<file path="src/rtl/gcm_ctr_scheduler.sv">
// Purpose: sequences AES-GCM beats (AAD, PT, length block) into the AES pipeline with counter blocks.
// Latency: issue is combinational with the accepted input beat; result tags emerge PIPE_LATENCY cycles later.
// Backpressure: issue stalls when no downstream result credit is left; o_data_ready drops combinationally.
module gcm_ctr_scheduler #(
    parameter int          PIPE_LATENCY = 10,
    parameter int          CREDITS      = 16,
    // Low 32 bits of the first counter block; 2 for a 96-bit IV, overridable to exercise inc32 wrap.
    parameter logic [31:0] CB_INIT_LO   = 32'h2
) (
    input  logic         clk,
    input  logic         rst_n,
    input  logic         i_start,
    input  logic [95:0]  i_iv,
    input  logic [15:0]  i_aad_blocks,
    input  logic [15:0]  i_pt_blocks,
    input  logic         i_data_valid,
    input  logic [127:0] i_data,
    output logic         o_data_ready,
    input  logic         i_out_pop,
    output logic         o_busy,
    output logic         o_pipe_valid,
    output logic [127:0] o_pipe_plain_text,
    output logic [127:0] o_pipe_aad,
    output logic [127:0] o_pipe_cb,
    output logic [127:0] o_pipe_j0,
    output logic [127:0] o_pipe_instance_size,
    output logic         o_pipe_new_instance,
    output logic         o_result_valid,
    output logic [1:0]   o_result_kind,
    output logic         o_result_last
);

    localparam int CW = $clog2(CREDITS + 1);

    localparam logic [1:0] KIND_AAD = 2'd0;
    localparam logic [1:0] KIND_PT  = 2'd1;
    localparam logic [1:0] KIND_LEN = 2'd2;

    typedef enum logic [1:0] {
        IDLE = 2'd0,
        AAD  = 2'd1,
        PT   = 2'd2,
        LEN  = 2'd3
    } state_t;

    state_t          state;
    state_t          state_n;

    logic [95:0]     iv_q;
    logic [15:0]     aad_q;
    logic [15:0]     pt_q;
    logic [15:0]     aad_rem;
    logic [15:0]     pt_rem;
    logic [31:0]     cb_lo;
    logic            first_q;
    logic [CW-1:0]   credit;

    logic            has_credit;
    logic            issue;
    logic            ready;
    logic [1:0]      beat_kind;
    logic [127:0]    inst_size;

    // Result tag per stage: {valid, kind[1:0], last}; invalid stages hold all zeros.
    logic [3:0]      res_sr [PIPE_LATENCY];
    logic [3:0]      res_in;

    assign has_credit = (credit != '0);

    // Bit lengths of AAD and PT (blocks * 128), as used by the GHASH length block.
    assign inst_size = {41'h0, aad_q, 7'h0, 41'h0, pt_q, 7'h0};

    // Next-state and issue decision; an issue always consumes one credit.
    always_comb begin
        state_n   = state;
        issue     = 1'b0;
        ready     = 1'b0;
        beat_kind = KIND_AAD;
        case (state)
            IDLE: begin
                if (i_start) begin
                    if (i_aad_blocks != 16'd0) begin
                        state_n = AAD;
                    end else if (i_pt_blocks != 16'd0) begin
                        state_n = PT;
                    end else begin
                        state_n = LEN;
                    end
                end
            end
            AAD: begin
                ready     = has_credit;
                beat_kind = KIND_AAD;
                if (i_data_valid && has_credit) begin
                    issue = 1'b1;
                    if (aad_rem == 16'd1) begin
                        state_n = (pt_q != 16'd0) ? PT : LEN;
                    end
                end
            end
            PT: begin
                ready     = has_credit;
                beat_kind = KIND_PT;
                if (i_data_valid && has_credit) begin
                    issue = 1'b1;
                    if (pt_rem == 16'd1) begin
                        state_n = LEN;
                    end
                end
            end
            LEN: begin
                beat_kind = KIND_LEN;
                if (has_credit) begin
                    issue   = 1'b1;
                    state_n = IDLE;
                end
            end
            default: begin
                state_n = IDLE;
            end
        endcase
    end

    // FSM state register.
    always_ff @(posedge clk or negedge rst_n) begin
        if (!rst_n) begin
            state <= IDLE;
        end else begin
            state <= state_n;
        end
    end

    // Instance context: latched on start, remaining-beat counters and inc32 counter advance on issue.
    always_ff @(posedge clk or negedge rst_n) begin
        if (!rst_n) begin
            iv_q    <= '0;
            aad_q   <= '0;
            pt_q    <= '0;
            aad_rem <= '0;
            pt_rem  <= '0;
            cb_lo   <= '0;
            first_q <= 1'b0;
        end else if (state == IDLE) begin
            if (i_start) begin
                iv_q    <= i_iv;
                aad_q   <= i_aad_blocks;
                pt_q    <= i_pt_blocks;
                aad_rem <= i_aad_blocks;
                pt_rem  <= i_pt_blocks;
                cb_lo   <= CB_INIT_LO;
                first_q <= 1'b1;
            end
        end else if (issue) begin
            first_q <= 1'b0;
            if (state == AAD) begin
                aad_rem <= aad_rem - 16'd1;
            end
            if (state == PT) begin
                pt_rem <= pt_rem - 16'd1;
                cb_lo  <= cb_lo + 32'd1;
            end
        end
    end

    // Credit accounting: issue takes a slot, pop returns one, both together cancel; saturates at CREDITS.
    always_ff @(posedge clk or negedge rst_n) begin
        if (!rst_n) begin
            credit <= CW'(CREDITS);
        end else if (issue && !i_out_pop) begin
            credit <= credit - CW'(1);
        end else if (!issue && i_out_pop && (credit < CW'(CREDITS))) begin
            credit <= credit + CW'(1);
        end
    end

    assign res_in = {issue, (issue ? beat_kind : 2'd0), (issue && (beat_kind == KIND_LEN))};

    // Tag shift register modelling the AES pipeline depth.
    always_ff @(posedge clk or negedge rst_n) begin
        if (!rst_n) begin
            for (int i = 0; i < PIPE_LATENCY; i++) begin
                res_sr[i] <= 4'h0;
            end
        end else begin
            res_sr[0] <= res_in;
            for (int i = 1; i < PIPE_LATENCY; i++) begin
                res_sr[i] <= res_sr[i-1];
            end
        end
    end

    assign o_busy               = (state != IDLE);
    assign o_data_ready         = ready;
    assign o_pipe_valid         = issue;
    assign o_pipe_plain_text    = (issue && (state == PT)) ? i_data : 128'h0;
    assign o_pipe_aad           = (issue && (state == AAD)) ? i_data :
                                  (issue && (state == LEN)) ? inst_size : 128'h0;
    assign o_pipe_cb            = issue ? {iv_q, cb_lo} : 128'h0;
    assign o_pipe_j0            = issue ? {iv_q, 32'h1} : 128'h0;
    assign o_pipe_instance_size = issue ? inst_size : 128'h0;
    assign o_pipe_new_instance  = issue && first_q;

    assign o_result_valid = res_sr[PIPE_LATENCY-1][3];
    assign o_result_kind  = res_sr[PIPE_LATENCY-1][2:1];
    assign o_result_last  = res_sr[PIPE_LATENCY-1][0];

endmodule
</file>
<file path="config.mk">
export PLATFORM = sky130hd
export DESIGN_NAME = gcm_ctr_scheduler
export DESIGN_NICKNAME = d
export VERILOG_FILES = /design/src/rtl/gcm_ctr_scheduler.sv
export SDC_FILE = /design/constraint.sdc
export NUM_CORES = 1
export LEC_CHECK = 0
export CAP_MARGIN = 20
export CORE_AREA = 2 2 357 359
export CTS_CLUSTER_SIZE = 20
export DETAILED_ROUTE_END_ITERATION = 6
export DIE_AREA = 0 0 359 361
export HOLD_SLACK_MARGIN = 0.12
export PLACE_DENSITY = 0.32
export SYNTH_ARGS = -nofsm -noshare
export SYNTH_HDL_FRONTEND = slang
export SYNTH_SLANG_ARGS = --single-unit
export TNS_END_PERCENT = 100
</file>
<file path="constraint.sdc">
create_clock -name clk -period 3.05 [get_ports clk]
set_clock_uncertainty 0.2 [all_clocks]
set_input_delay 0.4575 -clock clk [delete_from_list [all_inputs] [get_ports clk]]
set_output_delay 0.4575 -clock clk [all_outputs]
set_load 0.03 [all_outputs]
</file>
After elaboration in Yosys (flattened, before gate mapping)
Cells that the tools add are included.
Storage, ports and cells
  register bits: 240
  word-level logic and storage cells: 103
Cells by class
  add/sub/neg operators: 5
  magnitude comparators: 1
  equality and inequality tests: 12
  muxes and demuxes: 39
  reductions and logical operators: 27
Operators with widths (number)
  two-way mux 128 bit: 4
  two-way mux 87 bit: 2
  two-way mux 16 bit: 8
  two-way mux 32 bit: 4
  nonzero test 16 bit: 3
  adder 32 x 1 -> 32 bit, second input constant: 1
  == test 16 x 1 -> 1 bit, second input constant: 2
  subtractor 16 x 1 -> 16 bit, second input constant: 2
  two-way mux 2 bit: 8
  inequality test 2 bit, second input constant: 6
  two-way mux 5 bit: 2
  nonzero test 2 bit: 5
  logical AND 1 bit: 9
  two-way mux 1 bit: 8
  one-hot mux 2 bit (4 select lines): 1
  == test 2 bit, second input constant: 3
  AND reduction 3 bit: 2
  AND reduction 6 bit: 1
  adder 5 x 1 -> 5 bit, second input constant: 1
  less-than comparator 5 bit, second input constant: 1
  nonzero test 5 bit: 1
  subtractor 5 x 1 -> 5 bit, second input constant: 1
  one-hot mux 2 bit (2 select lines): 1
  AND reduction 2 bit: 2
  5 further kinds: 6

Depth between registers and ports, before layout
Gate-level depths: netlist of run 1.
  depth in word-level cells: 9
  mapped depth: 10
  gate-level depth less buffers: 10

Worst setup path before layout of run 1
No wires, ideal clock.
  kind: flip-flop to output port
  start point: register state[0]
  end point: output o_pipe_j0[32]
  arrival: 2.383 ns
  path slack: 0.010 ns
  cell stages (with the launch flop): 9
  path buffers: 3
  cells stage by stage: dfrtp_1 inv_1 ha_1 a21oi_1 a211oi_1 clkbuf_1 clkbuf_1 and2_1 buf_4
Between the ends
  word-level cells in the longest chain between the ends: 4
Ends and longest elaborated chain
  from (decl): RTL line 46  | state_t state;
  from (signal assigned): RTL line 129  | state <= state_n;
  == test 2 x 1 -> 1 bit or == test 2 bit (tied branches): RTL line 79  | case (state)
  OR reduction 2 bit (no source line)
  one-hot mux 1 bit (2 select lines) *: RTL line 79
  two-way mux 128 bit *: RTL line 199  | assign o_pipe_j0 = issue ? {iv_q, 32'h1} : 128'h0;
  to (decl): RTL line 25  | output logic [127:0] o_pipe_j0,
Mark *: on every way between the ends. The rest lies on a longest branch, timed or not.

Worst setup path in the final report of run 1
  start point: register state[1]
  end point: output o_pipe_aad[82]
Between the ends
  word-level cells in the longest chain between the ends: 6
Ends and longest elaborated chain
  == test 2 x 1 -> 1 bit or == test 2 bit (tied branches): RTL line 79, 196
  OR reduction 2 bit (no source line)
  one-hot mux 1 bit (2 select lines): RTL line 79
  logical AND 1 bit: RTL line 197  | (issue && (state == LEN)) ? inst_size : 128'h0;
  two-way mux 87 bit: RTL line 197
  two-way mux 128 bit *: RTL line 196  | assign o_pipe_aad = (issue && (state == AAD)) ? i_data :
  to (decl): RTL line 23  | output logic [127:0] o_pipe_aad,
Marked as above.

==> results of run 1 <==
[per-layer routing]
metal / vias up / track usage (%) / share of wire, % / routed length [µm]
li1: 6874 / - / - / -
met1: 7244 / 14.27 / 37 / 34600
met2: 648 / 24.94 / 53 / 48870
met3: 98 / 4.698 / 7.8 / 7274
met4: 26 / 2.904 / 2.1 / 1987
met5: - / 0 / 0.19 / 175
[final timing paths]
| check | from | end | slack [ps] | depth (start not counted) |
|---|---|---|---|---|
| worst max-delay path | state[1]$_DFFE_PN0P_ | o_pipe_aad[82] | -140 | 9 |
| min in group asynchronous | rst_n | state[0]$_DFFE_PN0P_ | 300 | 2 |
| worst min-delay path | res_sr[6]$_DFF_PN0_ | o_result_kind[1]$_DFF_PN0_ | 140 | 0 |
| max in group asynchronous | rst_n | iv_q[50]$_DFFE_PN0P_ | 1490 | 3 |
| worst min register to register | res_sr[6]$_DFF_PN0_ | o_result_kind[1]$_DFF_PN0_ | 140 | 0 |
| worst max register to register | state[1]$_DFFE_PN0P_ | aad_rem[12]$_DFFE_PN0P_ | 210 | 13 |
[flip-flops by register name, summed over array words and instances (netlist names)]
name / cells
o_result_kind: 2
o_result_last: 1
aad_rem: 16
state: 2
o_result_valid: 1
aad_q: 16
pt_q: 16
pt_rem: 16
credit: 5
res_sr: 36
cb_lo: 32
iv_q: 96
first_q: 1
[worst register-to-register path: cells and delay by family, from the launching register on]
family / cells / cell delay (ps)
flip-flops: 1 / 390
AND/OR/NAND/NOR: 1 / 200
AO/OA/AOI/OAI: 4 / 730
buffers and inverters: 7 / 950
adder cells (fa/ha/maj): 1 / 230
[per-stage QoR]
stage / util [%] / TNS, ps / area [µm²] / instances / power, mW
3_5_place_dp: 19.79 / -70640 / 24820 / 4067 / 19.10
5_1_grt: 22.94 / -108900 / 28770 / 4187 / 27.79
6_report: 22.96 / -36200 / 28790 / 4196 / 26.21
2_1_floorplan: - / 0 / 15090 / 1871 / 12.71
3_3_place_gp: 19.79 / -71700 / 24820 / 4067 / 19.06
4_1_cts: 21.96 / -68750 / 27540 / 4161 / 25.57
[final cells by class]
type | instances | area, µm² | area share, %
Timing Repair Buffer | 925 | 11640 | 40.41
Multi-Input combinational cell | 1289 | 7762 | 26.96
Sequential cell | 240 | 6008 | 20.87
Tap cell | 1650 | 2064 | 7.170
Clock buffer | 48 | 1026 | 3.563
Clock inverter | 15 | 196.4 | 0.6822
Inverter | 18 | 72.57 | 0.2520
Antenna cell | 11 | 27.53 | 0.09560
[timing repair]
item,in CTS,in global routing
endpoints found under the hold margin,59,0
gates cloned,11,19
setup endpoints to repair,516,517
hold buffers,1,0
buffers inserted,21,13
pin swaps,19,56
resized for setup,325,267
[kinds of logic after synthesis]
kind of cell / after synthesis
AOI/OAI and AO/OA: 148
xor gates and xnor gates: 31
adders and majority gates: 11
buffers and inverters: 342
DFF: 240
muxes: 8
other: 1
and+or+nand+nor: 964
[power by group]
group	total, mW	internal [mW]	switching (mW)
sequential	5.44	4.40	1.03
combinational	16.4	7.58	8.85
clock	4.34	2.70	1.65
[layout by cell type (no fill, tap or decap), types with 7 or more instances in the layout]
cell and n:
buf_12 204, buf_6 238, a22o_1 21, ha_1 8
and2_1 149, conb_1 127, clkdlybuf4s50_1 263, o211ai_1 7
or3_1 12, and2_4 237, nor2_1 46, clkbuf_16 51
or4_1 11, a22o_4 11, o21ai_0 8, dfrtp_1 238
xor2_1 21, clkbuf_8 8, inv_1 13, nand2_1 407
buf_16 9, nand3_1 30, nor4_1 17, buf_4 178
buf_8 15, o21ai_1 13, nor3_1 13, nand4_1 14
xnor2_1 10, clkinv_2 7, a21oi_1 32, diode_2 11
==> flow_summary.toml, run 1 <==
[logic_synthesis]
synth.area.top_cells = "dfrtp_1 (41%), and2_1 (17%), buf_4 (12%)"
synth_compound_area_share_pct = 7.320
synthCells = 1745
synth_top_area_cell = "dfrtp_1"
synth_top_family_by_area = "simple AND/OR/NAND/NOR gates"
synth.area.mux_share_pct = 0.5736
synth-simple-area-share_pct = 33.56
synth_warnings = 0
netlist.area_leader.share_pct = 40.92
syn_avg_cell_area_um2 = 8.375
synth_commonest_cells = "nand2_1 (408), and2_1 (391), dfrtp_1 (239)"
synth-seq-cells = 240
syn_area_mm2 = 0.01461
async_flop_share_pct = 100.0
ys_seq_area_share_pct = 41.10
synthDistinctLibCells = 63
synth_enable_flop_cells = 0
synthXorXnorAreaFrac_pct = 1.858
synth.most_common_cell = "nand2_1"
ys.flop_type = "dfrtp_1"
synthAdderAreaFrac_pct = 0.9418

[timing]
fmax_ghz = 0.3130
worst_pin_slew_ps = 801.3
min_period_ps = 3195
hold_violations = 0
drv_slew = 0
maxSlewHeadroom_pct = 46.58
setup_viol = 470
rsz0062_at_grt = "true"
post-route-period-util_pct = 104.7
layout_setup_ws_ps = -144.7
worst_hold_slack_ps = 136.8

[floorplanning]
die_area_mm2 = 0.1296
placementRows = 130
die_y_um = 361
initial_core_util_pct = 11.65
core_area_mm2 = 0.1254
fp.dieW_um = 359
io_pins = 909

[cts]
root_buffer = "clkbuf_16"
h-tree-depth = 2
clkTransAtPathRegs_ps = 60
clock_path_buffers = 3
cts_sinks = 240
tritoncts = "done"
clock_latency_ps = 550
cts_buffers = 35

[detailed_routing]
drc_errors = 0
ant_nets = 0
drt-vias-per-instance = 3.549
initialDrtViolationCount = 515
vias = 14890
wl_um = 92900
first_pass_iters = 5
wire_per_inst_um = 22.14

[critical_path]
path_max_fanout = 5
crit_buf_inv = 5
required_ps = 2390
cp-start-kind = "flop"
path_cells = "inv_2, ha_4, a21oi_4, a2111oi_4, buf_6, clkbuf_16, clkbuf_16, a22o_4, buf_12"
crit_family = "buffers and inverters"
slowest_delay_ps = 390
critical_path_arrival_ps = 2540
cp_common_cell = "clkbuf_16"
crit_path_top_delay_cell = "dfrtp_1"
critPathCaptureType = "primary output"
worst-setup-path-type = "reg2out"

[pwr]
ir_drop_v = 0.0002928
power_density_mw_per_mm2 = 910.3
cellLeakagePower_nw = 13.04

[global_route]
antenna_found_initial = 24
grt_usage_pct = 13.33
grt_overflow = 0
grt_max_degree = 107
grt_pass1_vias = 15321
grt_first_pass_wirelength_um = 123100

[status]
status = "finished, violations left"
violations = "negative setup slack"

[placed_design]
place_ws_ps = -327.5
port_buffers = 781
dp_hpwl_um = 72410
gp_congestion = 0.8998

[cells_and_area]
nets = 2781
syn2layout_area_growth_pct = 97.03
nFillCells = 13544
final_layout_size_suffix_gt1_share_pct = 39.41

[job]
max_cap_violations = 0

[min_path]
hold_path_class = "reg2reg"
Note: power is estimated with default switching activity, not from simulation.
==> run 2, diff against run 1 <==
DONT_BUFFER_PORTS = 1   (was not set)
PLACE_DENSITY = 0.3   (was 0.32)
==> run 2 against run 1 <==
The run ends with negative hold slack, max-slew violations, negative setup slack left. Worst setup slack lost 51 ps. Clock power shrank 6.2%. Combinational power grew 7%. Register-to-register slack lost 180 ps. Die area is the same. Final cell count shrank 6.6%. Wire length shrank 3.7%. Via count shrank 6.2%. Power grew 3.3%. Design area shrank 0.64%. Clock-buffer cell count grew 5. Global-route usage shrank 0.46 points.
==> flow_summary.toml, run 2 (synthesis gave the netlist of run 1 again) <==
[cells_and_area]
top_regs = "iv_q x96, res_sr x36, cb_lo x32"
largest_reg_flops = 96
fin_util_pct = 22.81
syn2layout_area_growth_pct = 95.77
top_register = "iv_q"
stdcell_count = 3919
final_layout_size_suffix_gt1_share_pct = 42.37
mostFrequentLayoutCell = "nand2_1"
final_cell_mix = "nand2_1 (407), buf_12 (401), and2_4 (340)"
nets = 2514

[placed_design]
place_ws_ps = 151.9
dp_hpwl_um = 59780
gp_congestion = 0.9387
placed_cells = 3631
port_buffers = 0

[global_route]
grt_usage_pct = 12.86
grt_first_pass_wirelength_um = 119100
grt_pass1_vias = 14894
antenna_found_initial = 7
grt_overflow = 0
grt_max_degree = 241

[cts]
clkTransAtPathRegs_ps = 60
cts_buffers = 35
cts_sinks = 240
ctsHoldBuffers = 130
clock_path_buffers = 3
root_buffer = "clkbuf_16"
clock_latency_ps = 560
tritoncts = "done"
h-tree-depth = 2

[floorplanning]
die_area_mm2 = 0.1296
placementRows = 130
die_y_um = 361
initial_core_util_pct = 11.65
fp.dieW_um = 359
core_area_mm2 = 0.1254
io_pins = 909

[timing]
post-route-period-util_pct = 106.4
setup_viol = 471
maxSlewHeadroom_pct = -20.52
hold_violations = 239
worst_pin_slew_ps = 1808
rsz0062_at_grt = "true"
min_period_ps = 3246
drv_slew = 116
finalSetupTns_ps = -43850
fmax_ghz = 0.3081
layout_setup_ws_ps = -196.2
worst_hold_slack_ps = -591.8

[critical_path]
cp-start-kind = "flop"
path_max_fanout = 9
worst-setup-path-type = "reg2out"
critPathCaptureType = "primary output"
required_ps = 2390
critical_path_arrival_ps = 2590

[detailed_routing]
wire_per_inst_um = 22.82
vias = 13960
ant_nets = 0
wl_um = 89440
first_pass_iters = 5
drt-vias-per-instance = 3.562
drc_errors = 0
initialDrtViolationCount = 760

[min_path]
hold_path_class = "in2async"

[pwr]
power_density_mw_per_mm2 = 946.0
cellLeakagePower_nw = 12.46
ir_drop_v = 0.0003715

[status]
status = "finished, violations left"
violations = "negative hold slack, max-slew violations, negative setup slack"

[job]
max_cap_violations = 0
run 2: cell count changes in the layout (fill, tap and decap cells not counted), sizes merged, moves of 2 or more:
cell           previous run  this run
buf                     644       512
bufinv                    4         2
clkbuf                   63        68
clkdlybuf4s50           263         0
clkinv                    9         6
diode                    11         3
dlygate4sd3               1       130
run 2: what timing repair did:
action	4_1_cts	5_1_grt
endpoints found under the setup margin	514	518
gates resized for setup	377	162
hold endpoints to repair	405	240
pin swaps	120	139
setup buffers	45	14
cloned	32	19
run 2: power breakdown:
part	leakage (nW)	internal (mW)	switching, mW	total, mW
Clock	0.551	2.42	1.65	4.07
Sequential	3.04	4.40	0.996	5.40
Combinational	8.86	8.47	9.12	17.6
Total	12.5	15.3	11.8	27.1
run 2: worst max-delay path: stages, from the launching register on:
cell,delay (ps)
dfrtp_1,400
inv_2,100
buf_6,100
ha_4,140
inv_6,40
a2111oi_4,330
buf_6,210
buf_12,170
buf_12,170
a22o_1,200
buf_12,140
run 2: stage by stage:
stage / total power [mW] / area, µm²
3_5_place_dp: 18.74 / 23040
5_1_grt: 28.53 / 28610
6_report: 27.06 / 28610
2_1_floorplan: 12.71 / 15090
3_3_place_gp: 18.62 / 23040
4_1_cts: 26.96 / 27950
run 2: layout make-up:
cell class              count  area (µm²)
diodes                      3       7.507
clock buffers              53        1035
clock inverters             8       80.08
fillers                 13510       96800
inverters                  18       98.84
multi-input cells        1289        8034
flip-flops and latches    240        6007
well taps                1650        2064
repair buffers            658       11280
run 2: path summary, 6_finish.rpt:
kind	start	to	slack, ps	depth (start not counted)
max	state[1]$_DFFE_PN0P_	o_pipe_aad[86]	-200	10
min	rst_n	o_result_kind[0]$_DFF_PN0_	-590	0
max reg2reg	state[1]$_DFFE_PN0P_	pt_rem[9]$_DFFE_PN0P_	30	15
min reg2reg	res_sr[22]$_DFF_PN0_	res_sr[18]$_DFF_PN0_	140	0
max in group asynchronous	rst_n	aad_q[15]$_DFFE_PN0P_	1810	0
min in group clk	res_sr[22]$_DFF_PN0_	res_sr[18]$_DFF_PN0_	140	0
run 2: routing by layer:
layer	track usage, %	wire [µm]	vias up
li1	-	-	6295
met1	14.01	33770	6896
met2	23.28	45880	655
met3	3.705	5879	112
met4	5.270	3892	2
met5	0	13	-
